===== src/rtl/rf_operand_fetch_pkg.sv =====
// Shared definitions for the operand-fetch block: parameter defaults and FSM encoding.
package rf_operand_fetch_pkg;

  localparam int unsigned M_DEF = 3;  // register address width
  localparam int unsigned N_DEF = 8;  // data width

  typedef enum logic [1:0] {
    S_IDLE = 2'd0,
    S_READ = 2'd1,
    S_CAPT = 2'd2,
    S_OUT  = 2'd3
  } state_t;

endpackage


===== src/rtl/rf_operand_fetch_scoreboard.sv =====
// Busy-register scoreboard: tracks in-flight destinations and flags read/write hazards.
module rf_scoreboard
  import rf_operand_fetch_pkg::*;
#(
  parameter int unsigned M = M_DEF
) (
  input  logic         clk,
  input  logic         rst,
  input  logic         set_en,
  input  logic [M-1:0] set_idx,
  input  logic         clr_en,
  input  logic [M-1:0] clr_idx,
  input  logic [M-1:0] dst,
  input  logic [M-1:0] ra,
  input  logic [M-1:0] rb,
  input  logic         usea,
  input  logic         useb,
  output logic         hazard,
  output logic         clr_idle
);

  localparam int unsigned R = 2**M;

  logic [R-1:0] busy;

  // Busy bits: set on issue, clear on writeback; set wins on a same-index collision
  always_ff @(posedge clk or negedge rst) begin
    if (!rst) begin
      busy <= '0;
    end else begin
      for (int unsigned i = 0; i < R; i++) begin
        if (set_en && (set_idx == M'(i))) begin
          busy[i] <= 1'b1;
        end else if (clr_en && (clr_idx == M'(i))) begin
          busy[i] <= 1'b0;
        end
      end
    end
  end

  // Hazard lookup against the registered vector only, so a cleared register stalls one cycle
  always_comb begin
    hazard   = (usea && busy[ra]) || (useb && busy[rb]) || busy[dst];
    clr_idle = clr_en && !busy[clr_idx];
  end

endmodule


===== src/rtl/rf_operand_fetch.sv =====
// Operand fetch stage: accepts a request, waits out scoreboard hazards, reads the
// register file, and presents operands to the execution unit.
module rf_operand_fetch
  import rf_operand_fetch_pkg::*;
#(
  parameter int unsigned M = M_DEF,
  parameter int unsigned N = N_DEF
) (
  input  logic         clk,
  input  logic         rst,
  input  logic         req_valid,
  output logic         req_ready,
  input  logic [M-1:0] req_dst,
  input  logic [M-1:0] req_ra,
  input  logic [M-1:0] req_rb,
  input  logic         req_usea,
  input  logic         req_useb,
  output logic [M-1:0] rf_ra,
  output logic [M-1:0] rf_rb,
  output logic         rf_reada,
  output logic         rf_readb,
  input  logic [N-1:0] rf_qa,
  input  logic [N-1:0] rf_qb,
  output logic [M-1:0] rf_waddr,
  output logic [N-1:0] rf_wd,
  output logic         rf_write,
  output logic         op_valid,
  input  logic         op_ready,
  output logic [N-1:0] op_a,
  output logic [N-1:0] op_b,
  output logic [M-1:0] op_dst,
  input  logic         wb_valid,
  input  logic [M-1:0] wb_dst,
  input  logic [N-1:0] wb_data,
  output logic         wb_err
);

  state_t       state, state_nxt;
  logic [M-1:0] dst_q, ra_q, rb_q;
  logic         usea_q, useb_q;
  logic         hazard, clr_idle, issue;

  rf_scoreboard #(.M(M)) u_sb (
    .clk      (clk),
    .rst      (rst),
    .set_en   (issue),
    .set_idx  (dst_q),
    .clr_en   (wb_valid),
    .clr_idx  (wb_dst),
    .dst      (dst_q),
    .ra       (ra_q),
    .rb       (rb_q),
    .usea     (usea_q),
    .useb     (useb_q),
    .hazard   (hazard),
    .clr_idle (clr_idle)
  );

  // State register
  always_ff @(posedge clk or negedge rst) begin
    if (!rst) state <= S_IDLE;
    else      state <= state_nxt;
  end

  // Next-state logic
  always_comb begin
    state_nxt = state;
    unique case (state)
      S_IDLE: if (req_valid) state_nxt = S_READ;
      S_READ: if (!hazard)   state_nxt = S_CAPT;
      S_CAPT:                state_nxt = S_OUT;
      S_OUT:  if (op_ready)  state_nxt = S_IDLE;
      default:               state_nxt = S_IDLE;
    endcase
  end

  // State-decoded outputs and register-file port wiring
  always_comb begin
    req_ready = (state == S_IDLE);
    op_valid  = (state == S_OUT);
    issue     = (state == S_READ) && !hazard;
    rf_reada  = issue && usea_q;
    rf_readb  = issue && useb_q;
    rf_ra     = ra_q;
    rf_rb     = rb_q;
    rf_write  = wb_valid;
    rf_waddr  = wb_dst;
    rf_wd     = wb_data;
  end

  // Request latch on acceptance
  always_ff @(posedge clk or negedge rst) begin
    if (!rst) begin
      dst_q  <= '0;
      ra_q   <= '0;
      rb_q   <= '0;
      usea_q <= 1'b0;
      useb_q <= 1'b0;
    end else if ((state == S_IDLE) && req_valid) begin
      dst_q  <= req_dst;
      ra_q   <= req_ra;
      rb_q   <= req_rb;
      usea_q <= req_usea;
      useb_q <= req_useb;
    end
  end

  // Operand capture one cycle after the read enable; unused sources read as zero
  always_ff @(posedge clk or negedge rst) begin
    if (!rst) begin
      op_a   <= '0;
      op_b   <= '0;
      op_dst <= '0;
    end else if (state == S_CAPT) begin
      op_a   <= usea_q ? rf_qa : '0;
      op_b   <= useb_q ? rf_qb : '0;
      op_dst <= dst_q;
    end
  end

  // Sticky error for writeback to a register that had no pending issue
  always_ff @(posedge clk or negedge rst) begin
    if (!rst)          wb_err <= 1'b0;
    else if (clr_idle) wb_err <= 1'b1;
  end

endmodule

===== config.mk =====
export PLATFORM = sky130hd
export DESIGN_NAME = rf_operand_fetch
export DESIGN_NICKNAME = d
export VERILOG_FILES = /design/src/rtl/rf_operand_fetch_pkg.sv /design/src/rtl/rf_operand_fetch_scoreboard.sv /design/src/rtl/rf_operand_fetch.sv
export SDC_FILE = /design/constraint.sdc
export NUM_CORES = 1
export LEC_CHECK = 0
export ABC_AREA = 1
export BUFFER_PORTS_ARGS = -buffer_cell sky130_fd_sc_hd__buf_4
export CAP_MARGIN = 20
export CORE_MARGIN = 2
export CORE_UTILIZATION = 30
export DETAILED_ROUTE_END_ITERATION = 10
export SYNTH_ARGS = -nofsm -noshare
export SYNTH_HDL_FRONTEND = slang
export SYNTH_SLANG_ARGS = --single-unit

===== constraint.sdc =====
create_clock -name clk -period 1.5 [get_ports clk]
set_input_delay 0.225 -clock clk [delete_from_list [all_inputs] [get_ports clk]]
set_output_delay 0.225 -clock clk [all_outputs]
set_load 0.01 [all_outputs]

---- Word-level counts from Yosys, hierarchy flattened ----
Index checks and enable logic that the tools add are counted.
cells by class
  order comparisons ....................... 4
  muxes and demuxes ....................... 30
  equality and inequality tests ........... 20
  reduce and logical (&&, ||, !) cells .... 39
operator list
  cell                                                                          number
  3-bit equality test, second input constant                                    8
  1-bit logical AND                                                             23
  1-bit 2-to-1 mux                                                              20
  3-bit by 4-bit less-than comparator with 1-bit output, second input constant  4
  8-bit 2-to-1 mux                                                              2
  2-bit nonzero test                                                            8
  1-bit binary-select mux with 3-bit select                                     4
  3-bit by 2-bit equality test with 1-bit output, second input constant         4
  2-bit one-hot mux with 4 select lines                                         1
  3-bit by 1-bit equality test with 1-bit output, second input constant         2
  3-bit zero test                                                               2
  2-bit 2-to-1 mux                                                              3
  2-bit equality test, second input constant                                    2
  2-bit inequality test, second input constant                                  2
  3-bit AND reduction                                                           1
  2-bit by 1-bit equality test with 1-bit output, second input constant         1
  1-bit zero test                                                               2
  2-bit zero test                                                               1
  1-bit logical OR                                                              2
  2-bit by 1-bit inequality test with 1-bit output, second input constant       1
word-level totals
  logic and storage cells ................. 111
  output and inout port bits .............. 42
  input bits .............................. 43
  flip-flop bits (word level) ............. 41

---- Longest topological paths before layout ----
  depth after elaboration ................. 9
  gate-level depth with buffers ........... 11
  gate-level depth less buffers ........... 11

---- Modules after synthesis ----
From an unflattened synthesis, not the netlist that was laid out.
unflattened totals
  cell total of the unflattened synthesis .. 296
  area total of the unflattened synthesis .. 2262.2 µm²
by module, submodules not included
  module            times used  sequential area each (µm²)  cells each  area each (µm²)
  rf_operand_fetch  1           825.8                       172         1570.3
  rf_scoreboard     1           200.2                       124         691.9

---- Least setup slack after synthesis ----
Ideal clock, no wire load.
  path type ............................... reg-to-output
  from .................................... register rb_q[0] (netlist: rf_rb[0])
  to ...................................... output port rf_reada
  data required time ...................... 1275 ps
  slack ................................... 10 ps
  arrival time ............................ 1265 ps
  cell stages (with the launch flop) ...... 10
  buffers on the path ..................... 0
  path through ............................ dfrtp_1 inv_1 nand2_1 nand3_1 nand3_1 nand3_1 nand3_2 inv_2 nand2_4 nor2_1
between the ends
  word-level cells in the longest chain between the ends .. 8
ends and longest elaborated chain
  what                                       line                               source
  start: declaration                         rf_operand_fetch.sv:39             logic [M-1:0] dst_q, ra_q, rb_q;
  start signal: assignment                   rf_operand_fetch.sv:102            rb_q <= req_rb;
  1-bit binary-select mux with 3-bit select  rf_operand_fetch_scoreboard.sv:43  hazard = (usea && busy[ra]) || (useb && busy[rb]) || busy[dst];
  1-bit 2-to-1 mux (not written as such)     rf_operand_fetch_scoreboard.sv:43
  1-bit logical AND                          rf_operand_fetch_scoreboard.sv:43
  1-bit logical OR (2 in series)             rf_operand_fetch_scoreboard.sv:43
  1-bit zero test                            rf_operand_fetch.sv:81             issue = (state == S_READ) && !hazard;
  1-bit logical AND                          rf_operand_fetch.sv:81
  1-bit logical AND                          rf_operand_fetch.sv:82             rf_reada = issue && usea_q;
  end: declaration                           rf_operand_fetch.sv:20             output logic rf_reada,
Every way passes these cells. The select of a mux whose other input is x is not followed.

---- Worst setup path in the final report ----
  from .................................... register u_sb.busy[2]
  to ...................................... output port rf_reada
between the ends
  word-level cells in the longest chain between the ends .. 8
  elaborated cells on any way between the ends .. 13
  classes of those cells .................. mux: 6; reduce/logical: 7
ends and longest elaborated chain
  what                                       line                               source
  start: declaration                         rf_operand_fetch_scoreboard.sv:24  logic [R-1:0] busy;
  start signal: assignment                   rf_operand_fetch_scoreboard.sv:29  busy <= '0;
  start signal: indexed assignment           rf_operand_fetch_scoreboard.sv:33  busy[i] <= 1'b1;
  start signal: indexed assignment           rf_operand_fetch_scoreboard.sv:35  busy[i] <= 1'b0;
  1-bit binary-select mux with 3-bit select  rf_operand_fetch_scoreboard.sv:43
  1-bit 2-to-1 mux (not written as such)     rf_operand_fetch_scoreboard.sv:43
  1-bit logical AND                          rf_operand_fetch_scoreboard.sv:43
  1-bit logical OR                           rf_operand_fetch_scoreboard.sv:43
  1-bit logical OR *                         rf_operand_fetch_scoreboard.sv:43
  1-bit zero test *                          rf_operand_fetch.sv:81
  1-bit logical AND *                        rf_operand_fetch.sv:81
  1-bit logical AND *                        rf_operand_fetch.sv:82
Mark *: on every way between the ends. The rest lies on a longest branch, timed or not. The select of a mux whose other input is x is not followed.

==> reports/metrics.yaml <==
final_layout:
  utilization: 0.450
  fin_nets: 408
  drive_gt1_frac: 0.384
  areaGrowthSynthToFinish_pct: 43.8
  final_cell_mix: "96 x buf_4, 69 x nand2_1, 40 x nand3_1, 38 x dfrtp_1, 24 x inv_1"
  layout_commonest_cell: "buf_4"
  nFillCells: 694
  diodes: 0
yosys:
  avgSynthCellArea_um2: 7.82
  netlist_area_um2: 2150
  synth_fp_nets: 322
  synth_cell_types: 22
  ys_ff_latch: 41
  seq_area_frac_synth: 0.477
  ys_warn_count: 0
  syn_inst: 275
  synth_edf_count: 0
  ys_async_sr_fraction: 1.00
  ys.flop_type: "dfrtp_1"
worst_setup_path:
  critPathMaxFanout: 3
  reg2reg_slack_ns: -0.07
  cp-start-kind: "flip-flop"
  worstPathRequired_ns: 1.27
  r2r-end: "u_sb.busy[6]"
  reg2reg_depth: 11
  endpoint_kind: "output port"
  critical_path_class: "reg2out"
  timing.rr.start: "u_sb.busy[2]"
  cp.arrival_ns: 1.63
power_and_ir_drop:
  peakVddDrop_mv: 1.04
  leakage_nw: 1.66
  power.density_nw_per_um2: 2070
clock_tree:
  cts_buffers: 5
  cts_htree_levels: 2
  clkTransAtPathRegs_ns: 0.08
  clock_sinks: 41
  cts_max_path_buffers: 2
  cts_tree: "built"
  root_buffer: "clkbuf_8"
  clk_latency_ns: 0.29
floorplan:
  die_x_um: 88.7
  ios: 85
  initial_utilization: 0.313
  core_area_um2: 6870
  rows: 30
  die_h_um: 88.7
  die_area_um2: 7860
sta:
  clock.fmax_mhz: 539
  rsz0062_at_grt: "yes"
  setup_viol: 9
  timing.final.crit_share: 1.24
  layout_setup_ws_ns: -0.354
  tightest_slew_ns: 0.526
  fin_crit_ns: 1.85
  slew_violations: 0
  maxSlewHeadroom: 0.650
  skew_ns: 0.00622
  hold_viol: 0
route:
  first_pass_iters: 4
  wl_per_cell_um: 12.7
  vias: 2040
  routed_wl_um: 5810
  drt-vias-per-instance: 4.45
  drt_iter0_markers: 92
  drc: 0
  ant_nets: 0
hold_path:
  hold_end: "op_a[7]"
  holdPathStages: 3
  min_from: "rf_qa[7]"
  worstHoldPathType: "in2reg"
run_status:
  violations: "setup timing"
  status: "finished with violations"
global_route:
  antenna_found_initial: 0
  grt.total_usage: 0.153
  grt.overflow.total: 0
  grt_max_degree: 42
  grt_pass1_vias: 2028
  grt_first_pass_wirelength_um: 9330
place:
  port_buffers: 68
  gp_congestion: 0.819
  dp_slack_ns: -0.0544
  detailed_place_hpwl_um: 4270
job:
  drv_cap: 0
## sequential cells by signal, indices dropped and copies added (netlist names)
signal     cells
usea_q         1
rf_rb          3
useb_q         1
op_a           8
op_b           8
state          2
wb_err         1
rf_ra          3
u_sb.busy      8
op_dst         3
dst_q          3
## how the worst max path moves through the flow
stage                 startpoint       end  slack (ns)  depth (start not counted)
detailed placement      rf_rb[0]  rf_reada       -0.05                         10
finish              u_sb.busy[2]  rf_reada       -0.35                         10
floorplan               rf_rb[0]  rf_reada        0.01                          9
CTS                     rf_rb[0]  rf_reada       -0.33                         10
global placement        dst_q[0]  rf_reada       -0.01                         11
global route            dst_q[0]  rf_readb       -0.45                         11
## metal layers
layer / vias to the layer above / routed length (um) / track usage / share of wire
met4: 0 / 91 / 0.0689 / 0.016
met3: 10 / 213 / 0.0299 / 0.037
li1: 1039 / - / - / -
met5: - / 0 / 0 / 0
met1: 952 / 2640 / 0.204 / 0.45
met2: 39 / 2870 / 0.242 / 0.49
## through the flow
step | power [mW] | TNS [ns] | instances | hold WS [ns] | instance area, um^2
floorplan | 3.64 | 0 | 275 | -0.0706 | 2150
global placement | 5.07 | -0.0178 | 442 | 0.242 | 2830
detailed placement | 5.13 | -0.114 | 442 | 0.238 | 2830
CTS | 6.18 | -0.656 | 453 | 0.145 | 3000
global route | 6.94 | -1.98 | 458 | 0.149 | 3090
finish | 6.39 | -0.997 | 458 | 0.149 | 3090
## cell families (layout without fill, tap and decap cells)
family / after synthesis / after routing / share of synthesized area
AO/OA/AOI/OAI: 35 / 35 / 0.101
adder cells (fa/ha/maj): 4 / 4 / 0.0233
buffers and inverters: 53 / 140 / 0.113
flip-flops: 41 / 41 / 0.477
multiplexers: 1 / 1 / 0.00524
AND/OR/NAND/NOR: 141 / 141 / 0.280
## final cells by class
| class | instances | area, um^2 | area share |
|---|---|---|---|
| Sequential cell | 41 | 1030 | 0.333 |
| Clock inverter | 1 | 30.0 | 0.00971 |
| Multi-Input combinational cell | 181 | 945 | 0.305 |
| Tap cell | 96 | 120 | 0.0388 |
| Inverter | 33 | 129 | 0.0417 |
| Clock buffer | 7 | 86.3 | 0.0279 |
| Timing Repair Buffer | 99 | 753 | 0.244 |
## critical path: stages (launching register included)
cell,delay [ns]
dfrtp_1,0.42
inv_1,0.14
nand2_1,0.08
nand3_1,0.07
nand3_1,0.09
nand3_2,0.09
nand3_2,0.09
inv_2,0.08
nand2_4,0.06
nor2_4,0.11
buf_6,0.10
## cell usage after synthesis, drive strengths merged (2+ instances only)
master | count | share of area
ha | 4 | 0.023
nor2 | 21 | 0.037
nand3 | 45 | 0.11
a21oi | 16 | 0.037
o21ai | 9 | 0.021
buf | 12 | 0.042
clkbuf | 8 | 0.014
o22ai | 2 | 0.0058
dfrtp | 41 | 0.48
nand2 | 73 | 0.13
inv | 33 | 0.058
o21bai | 5 | 0.026
## power by group
group          internal, mW  total, mW  switching [mW]  leakage [nW]
sequential             1.58       1.96           0.378         0.497
combinational          1.65       3.51            1.85          1.11
clock                 0.543      0.927           0.385        0.0585
## repair_timing
| action | CTS | global route |
|---|---|---|
| pin swaps | 1 | 2 |
| hold buffers | 1 | 0 |
| setup endpoints to repair | 5 | 12 |
| buffers inserted | 3 | 5 |
| gates resized for setup | 13 | 20 |
| hold endpoints to repair | 41 | 0 |
(Power assumes the default switching activity.)
